<file path="config.mk">
export PLATFORM = sky130hd
export DESIGN_NAME = spi_master
export DESIGN_NICKNAME = d
export VERILOG_FILES = /design/src/rtl/spi_pkg.sv /design/src/rtl/spi_half_period_timer.sv /design/src/rtl/spi_master.sv
export SDC_FILE = /design/constraint.sdc
export NUM_CORES = 1
export LEC_CHECK = 0
export CORE_MARGIN = 4
export CORE_UTILIZATION = 35
export CTS_BUF_LIST = sky130_fd_sc_hd__clkbuf_4 sky130_fd_sc_hd__clkbuf_8
export DETAILED_ROUTE_END_ITERATION = 12
export GPL_ROUTABILITY_DRIVEN = 0
export SLEW_MARGIN = 30
export SYNTH_ARGS = -nofsm -noshare
export SYNTH_HDL_FRONTEND = slang
export SYNTH_HIERARCHICAL = 1
export SYNTH_SLANG_ARGS = --single-unit
</file>
<file path="constraint.sdc">
create_clock -name clk -period 5.89 [get_ports clk]
set_clock_uncertainty 0.2 [all_clocks]
set_input_delay 1.4725 -clock clk [delete_from_list [all_inputs] [get_ports clk]]
set_output_delay 1.4725 -clock clk [all_outputs]
set_load 0.005 [all_outputs]
</file>
<file path="src/rtl/spi_pkg.sv">
`default_nettype none
// spi_pkg - shared state encoding, frame geometry and frame builder for spi_master (rev 1.0)
package spi_pkg;

  localparam int   FRAME_LEN = 16;
  localparam int   ADDR_W    = 7;
  localparam int   DATA_W    = 8;
  localparam logic RW_READ   = 1'b1;

  typedef enum logic [2:0] {
    ST_IDLE  = 3'd0,
    ST_SETUP = 3'd1,
    ST_SHIFT = 3'd2,
    ST_HOLD  = 3'd3,
    ST_GAP   = 3'd4
  } state_t;

  // Read frames carry an all-zero data field.
  function automatic logic [FRAME_LEN-1:0] build_frame(
    input logic              rw,
    input logic [ADDR_W-1:0] addr,
    input logic [DATA_W-1:0] wdata
  );
    return {addr, rw, (rw == RW_READ) ? {DATA_W{1'b0}} : wdata};
  endfunction

endpackage
`default_nettype wire

</file>
<file path="src/rtl/spi_half_period_timer.sv">
`default_nettype none
// spi_half_period_timer - emits a one-cycle tick every HALF_PERIOD clk cycles after load (rev 1.0)
module spi_half_period_timer #(
  parameter int HALF_PERIOD = 50
) (
  input  logic clk,
  input  logic rst_n,
  input  logic i_load,
  output logic o_tick
);

  localparam int CNT_W = $clog2(HALF_PERIOD + 1);

  logic [CNT_W-1:0] r_cnt;

  assign o_tick = (r_cnt == CNT_W'(HALF_PERIOD - 1)) && !i_load;

  always_ff @(posedge clk or negedge rst_n) begin
    if (!rst_n) begin
      r_cnt <= '0;
    end else if (i_load || o_tick) begin
      r_cnt <= '0;
    end else begin
      r_cnt <= r_cnt + 1'b1;
    end
  end

endmodule
`default_nettype wire

</file>
<file path="src/rtl/spi_master.sv">
`default_nettype none
// spi_master - 16-bit mode-0 SPI master for a byte-wide memory slave (rev 1.0)
module spi_master
  import spi_pkg::*;
#(
  parameter int HALF_PERIOD = 50,
  parameter int CS_GAP      = 100
) (
  input  logic              clk,
  input  logic              rst_n,
  input  logic              start,
  output logic              ready,
  input  logic              rw,
  input  logic [ADDR_W-1:0] addr,
  input  logic [DATA_W-1:0] wdata,
  output logic [DATA_W-1:0] rdata,
  output logic              done,
  output logic              sclk,
  output logic              cs,
  output logic              mosi,
  input  logic              miso
);

  localparam int GAP_W = $clog2(CS_GAP + 1);

  state_t                 r_state;
  logic                   r_ready;
  logic                   r_done;
  logic                   r_sclk;
  logic                   r_cs;
  logic                   r_mosi;
  logic [DATA_W-1:0]      r_rdata;
  logic [DATA_W-1:0]      r_rx;
  logic [FRAME_LEN-2:0]   r_tail;
  logic                   r_rw;
  logic [4:0]             r_bit_cnt;
  logic [GAP_W-1:0]       r_gap_cnt;

  logic [FRAME_LEN-1:0]   w_frame;
  logic                   w_load;
  logic                   w_tick;

  assign w_frame = build_frame(rw, addr, wdata);
  // The timer free-runs only while a frame is on the wire.
  assign w_load  = (r_state == ST_IDLE) || (r_state == ST_GAP);

  spi_half_period_timer #(
    .HALF_PERIOD(HALF_PERIOD)
  ) u_timer (
    .clk   (clk),
    .rst_n (rst_n),
    .i_load(w_load),
    .o_tick(w_tick)
  );

  assign ready = r_ready;
  assign done  = r_done;
  assign sclk  = r_sclk;
  assign cs    = r_cs;
  assign mosi  = r_mosi;
  assign rdata = r_rdata;

  always_ff @(posedge clk or negedge rst_n) begin
    if (!rst_n) begin
      r_state   <= ST_IDLE;
      r_ready   <= 1'b1;
      r_done    <= 1'b0;
      r_sclk    <= 1'b0;
      r_cs      <= 1'b1;
      r_mosi    <= 1'b0;
      r_rdata   <= '0;
      r_rx      <= '0;
      r_tail    <= '0;
      r_rw      <= 1'b0;
      r_bit_cnt <= '0;
      r_gap_cnt <= '0;
    end else begin
      r_done <= 1'b0;
      case (r_state)
        ST_IDLE: begin
          if (start) begin
            r_tail    <= w_frame[FRAME_LEN-2:0];
            r_mosi    <= w_frame[FRAME_LEN-1];
            r_rw      <= rw;
            r_cs      <= 1'b0;
            r_ready   <= 1'b0;
            r_bit_cnt <= '0;
            r_state   <= ST_SETUP;
          end
        end
        ST_SETUP: begin
          if (w_tick) begin
            r_sclk    <= 1'b1;
            r_bit_cnt <= 5'd1;
            r_state   <= ST_SHIFT;
          end
        end
        ST_SHIFT: begin
          if (w_tick) begin
            if (r_sclk) begin
              r_sclk <= 1'b0;
              r_mosi <= r_tail[FRAME_LEN-2];
              r_tail <= {r_tail[FRAME_LEN-3:0], 1'b0};
            end else begin
              r_sclk    <= 1'b1;
              r_bit_cnt <= r_bit_cnt + 5'd1;
              // Data phase: capture miso just ahead of rising edges 9..16.
              if ((r_rw == RW_READ) && (r_bit_cnt >= 5'(FRAME_LEN - DATA_W))) begin
                r_rx <= {r_rx[DATA_W-2:0], miso};
              end
              if (r_bit_cnt == 5'(FRAME_LEN - 1)) begin
                r_state <= ST_HOLD;
              end
            end
          end
        end
        ST_HOLD: begin
          if (w_tick) begin
            if (r_sclk) begin
              r_sclk <= 1'b0;
              r_mosi <= 1'b0;
            end else begin
              r_cs      <= 1'b1;
              r_done    <= 1'b1;
              r_gap_cnt <= '0;
              r_state   <= ST_GAP;
              if (r_rw == RW_READ) begin
                r_rdata <= r_rx;
              end
            end
          end
        end
        ST_GAP: begin
          // The IDLE cycle that accepts the next start is the last cs-high cycle.
          if (r_gap_cnt == GAP_W'(CS_GAP - 2)) begin
            r_ready <= 1'b1;
            r_state <= ST_IDLE;
          end else begin
            r_gap_cnt <= r_gap_cnt + 1'b1;
          end
        end
        default: begin
          r_state <= ST_IDLE;
        end
      endcase
    end
  end

endmodule
`default_nettype wire

</file>
# After elaboration in Yosys (flattened, before gate mapping)

Cells that the tools add are included.

Output and inout port bits: 13
Memory bits (read-only): 0
Memories: 0
RAM bits: 0
Word-level logic and storage cells: 103
Input bits: 20
Latch bits: 0
Register bits: 58

Bitwise operators: 1
Eq/ne operators: 18
Div/mod/pow operators: 0
$mul: 0
Magnitude comparators: 1
Add/sub/neg operators: 3
Reduce and logical (&&, ||, !) cells: 24
Muxes and demuxes: 43
Shift operators: 0

Operators by type and width:

| kind                  | count |
|---|---|
| $mux W15              | 3 |
| $pmux W15 S2          | 1 |
| $mux W3               | 8 |
| $reduce_and A4 Y1     | 6 |
| $mux W7               | 3 |
| $mux W5               | 4 |
| $mux W1               | 15 |
| $pmux W3 S5           | 1 |
| $pmux W5 S3           | 1 |
| $ne A2 B2 Y1 const B  | 7 |
| $pmux W7 S2           | 1 |
| $reduce_bool A3 Y1    | 3 |
| $mux W8               | 1 |
| $ne A2 B1 Y1 const B  | 4 |
| $reduce_and A8 Y1     | 1 |
| $reduce_bool A2 Y1    | 4 |
| $add A7 B1 Y7 const B | 1 |
| $eq A7 B7 Y1 const B  | 1 |
| $add A6 B1 Y6 const B | 1 |
| $eq A3 B2 Y1 const B  | 2 |
| $eq A6 B6 Y1 const B  | 1 |
| $mux W6               | 1 |
| $pmux W1 S3           | 2 |
| $reduce_and A6 Y1     | 1 |
| 14 further kinds      | 17 |

# Depth between registers and ports, before layout

Depth in word-level cells: 6
Gate-level depth with buffers: 9
Depth with buffers taken out: 8

# By module

Netlist, hierarchy kept.

Modules (own cells, without submodules):

| module                | area each (µm²) | sequential area each (µm²) | cells an instance | times used |
|---|---|---|---|---|
| spi_master            | 2517.4          | 1303.8                     | 237               | 1 |
| spi_half_period_timer | 282.8           | 150.1                      | 27                | 1 |

# Worst setup path before layout

No wires, ideal clock.

Path kind: input to register
From: input port start
To: register r_bit_cnt[0]
Data required time: 5.565 ns
Arrival time: 2.282 ns
Stages: 4
Path slack: 3.283 ns
Setup time: 0.125 ns
Path buffers: 0
Cells stage by stage: mux2i_1 o32a_1 nor2_1 mux2_2

Cells in the longest elaborated chain, start to end: 2

RTL lines:

| item                        | line              | RTL |
|---|---|---|
| start, declared             | spi_master.sv:11  | `input logic start,` |
| $ne A2 B2 Y1 (no line)      | n/a               |  |
| $reduce_and A5 Y1 (no line) | n/a               |  |
| end signal, assigned        | spi_master.sv:106 | `r_bit_cnt <= r_bit_cnt + 5'd1;` |
| end, declared               | spi_master.sv:36  | `logic [4:0] r_bit_cnt;` |

Every way passes these cells.
A chain may end at the register's enable or synchronous reset.

# Final worst setup path

From: input port start
To: register r_tail[0]

Cells in the longest elaborated chain, start to end: 2

RTL lines:

| item                        | line              | RTL |
|---|---|---|
| $ne A2 B2 Y1 (no line)      | n/a               |  |
| $reduce_and A4 Y1 (no line) | n/a               |  |
| end signal, assigned        | spi_master.sv:82  | `r_tail <= w_frame[FRAME_LEN-2:0];` |
| end signal, assigned        | spi_master.sv:103 | `r_tail <= {r_tail[FRAME_LEN-3:0], 1'b0};` |
| end, declared               | spi_master.sv:34  | `logic [FRAME_LEN-2:0] r_tail;` |

Every way passes these cells.

==> impl_metrics.tcl <==
set metrics [dict create \
    cp-start-kind "input port" \
    netlist-cell-type-count 45 \
    dieArea_mm2 0.00950 \
    crit_start "start" \
    finalHoldViolCount 0 \
    htreeDepth 3 \
    start_util_pct 36.1 \
    crit_fanout 30 \
    rsz0062_at_grt "no" \
    grt_pass1_wl_mm 9.08 \
    synthArstFlopShare_pct 100 \
    crit_path_top_delay_cell "a211o_1" \
    slew_violations 0 \
    whs_ns 0.283 \
    syn-num-nets 291 \
    final_util_pct 43.6 \
    worstPathCellList "clkdlybuf4s50_1, nand2b_1, a211o_1, o41ai_1" \
    end_kind "register" \
    vias_per_cell 4.96 \
    antenna_found_initial 0 \
    nFillCells 757 \
    required_ns 5.90 \
    synthToLayoutAreaGrowth_pct 20.8 \
    cap_viol_max_count 0 \
    worstSetupPathType "in -> reg" \
    clock-sinks 58 \
    synth_common_cells "dfrtp_1, nand2_1, o21ai_0, mux2_2, nor2_1" \
    reg2reg_setup_slack_ns 2.96 \
    p_leak_nw 1.50 \
    status "completed" \
    finalNetCount 323 \
    num_rows 32 \
    critical_path_depth 4 \
    via_count 1998 \
    clkSlewWorstSetupHoldPaths_ns 0.07 \
    die_h_um 97.4 \
    hp-class "reg -> reg" \
    multi_input_area_mm2 0.00123 \
    crit_buf_inv 1 \
    cts_resized 0 \
    yosysWarnings 6 \
    setup_viol 0 \
    synth_most_common_cell "dfrtp_1" \
    drt_drc_violations_left 0 \
    postSynthAreaPerCell_um2 10.6 \
    finalCritPeriodShare_pct 52.1 \
    relSlewSlack_pct 48.5 \
    worst_pin_slew_ns 0.772 \
    ys.flop_type "dfrtp_1" \
    timing.rr.start "r_state[0]" \
    cts_tree "yes" \
    track_usage_pct 11.6 \
    synth_cells 264 \
    ant_nets 0 \
    finalSetupTns_ns 0 \
    clk_latency_ns 0.33 \
    die_x_um 97.4 \
    timing.fmax_mhz 326 \
    whs_path_depth 2 \
    ir_drop_mv 0.0901 \
    min_period_ns 3.07 \
    grt_pass1_vias 1936 \
    antenna_cells 0 \
    hold_buffers 0 \
    numCtsBuffers 9 \
    endpoint "r_tail[0]" \
    ff_latch_area_mm2 0.00145 \
    drt_first_iter_violations 76 \
    yosysTopAreaCell "dfrtp_1" \
    max_stage_delay_ns 0.55 \
    num_io_pins 33 \
    clockRootBuffer "clkbuf_8" \
    seq_area_frac_synth_pct 51.9 \
    grt_overflow 0 \
    drt-total-wl_mm 5.24 \
    synth_top_area_share_pct 50.0 \
    p_per_area_mw_per_mm2 240 \
    dr.pass1.iters 4 \
    wl_per_cell_um 13.0 \
    cp_top_family "compound AO/OA/AOI/OAI gates" \
    max-clock-path-buffers 2 \
    synth_edf_count 0 \
    layout-drive-gt1-share_pct 15.6 \
    synth.ff_latch_count 58 \
    r2r-end "rdata[5]" \
    critPathArrivalTime_ns 3.08 \
    ff2ff_path_depth 5 \
    coreArea_mm2 0.00777 \
    place_hpwl_mm 3.50 \
    grt_max_degree 59 \
    netlist_top_cells_area "dfrtp_1, mux2_2, o21ai_0" \
    postCtsSetupRepairBufs 0 \
    io_buffers 32 \
    syn_area_mm2 0.00280 \
]
-- through the flow --
step / std cells / setup WS (ns) / total power [mW] / cell area (um^2)
final: 403 / 2.82 / 0.813 / 3380
after global routing: 403 / 2.69 / 0.841 / 3380
after CTS: 403 / 2.79 / 0.822 / 3380
after detailed placement: 387 / 2.45 / 0.446 / 3180
after global placement: 387 / 2.55 / 0.445 / 3180
after floorplan: 264 / 3.28 / 0.422 / 2800
-- cells by family (layout without fill, tap and decap cells) --
kind of cell               count (synthesis)  count (layout)  synth area share (%)
muxes                                     28              28                  10.9
DFF                                       58              58                  51.9
AOI/OAI and AO/OA                         54              54                  11.9
xor gates and xnor gates                   3               3                 0.939
adders and majority gates                  7               7                  3.13
and+or+nand+nor                           91              91                  17.1
buffers and inverters                     23              60                  4.16
-- worst min path at each step --
| stage | from | to |
|---|---|---|
| floorplan | r_tail[0] | r_tail[0] |
| global placement | r_tail[0] | r_tail[0] |
| detailed placement | r_tail[12] | r_tail[12] |
| CTS | cs | cs |
| global route | cs | cs |
| finish | r_tail[12] | r_tail[12] |
-- power breakdown --
group	leakage, nW	internal, mW	total (mW)	switching (mW)
Sequential	0.742	0.404	0.406	0.00268
Combinational	0.651	0.0160	0.0307	0.0147
Clock	0.105	0.216	0.376	0.160
Total	1.50	0.636	0.813	0.177
-- flip-flops by register name (all words and copies together) (netlist names), 3 cells and up --
register       count
r_gap_cnt          7
r_bit_cnt          5
r_state            3
rdata              8
r_rx               8
r_tail            15
u_timer/r_cnt      6
-- final cells by class --
cell class              count  share of cell area (%)
well taps                 102                    3.77
clock inverters             5                    1.55
clock buffers              11                    4.47
multi-input cells         183                    36.4
repair buffers             34                    9.76
inverters                  10                    1.11
flip-flops and latches     58                    43.0
-- per-layer routing --
metal	wire length [um]	GRT usage [%]	part of all wire, %
met3	174	2.15	3.3
met2	2440	17.9	47
met4	108	5.75	2.1
met5	0	0	0
met1	2510	15.5	48
-- cells in the final DEF, fill, tap and decap left out, types with 3 or more instances in the layout --
cell,Yosys,routed
nand2_1,26,26
mux2_2,19,19
nand3_1,14,14
o21ai_0,24,24
nand2b_1,3,3
a21oi_1,14,14
clkbuf_8,0,11
nor3_1,4,4
clkdlybuf4s50_1,0,31
and3_1,3,3
nor3b_1,8,8
clkinv_2,0,3
inv_1,10,10
dfrtp_1,56,56
ha_1,7,7
mux2i_1,9,9
nor2_1,17,17
-- worst reg2reg max path, stage by stage (launching register included) --
cell and delay [ns]:
dfrtp_1 0.62, nor2_1 0.23, nor2_1 0.39, nor3b_1 0.49, and4_1 0.50, mux2_2 0.38
Power figures use the tool's default switching activity.
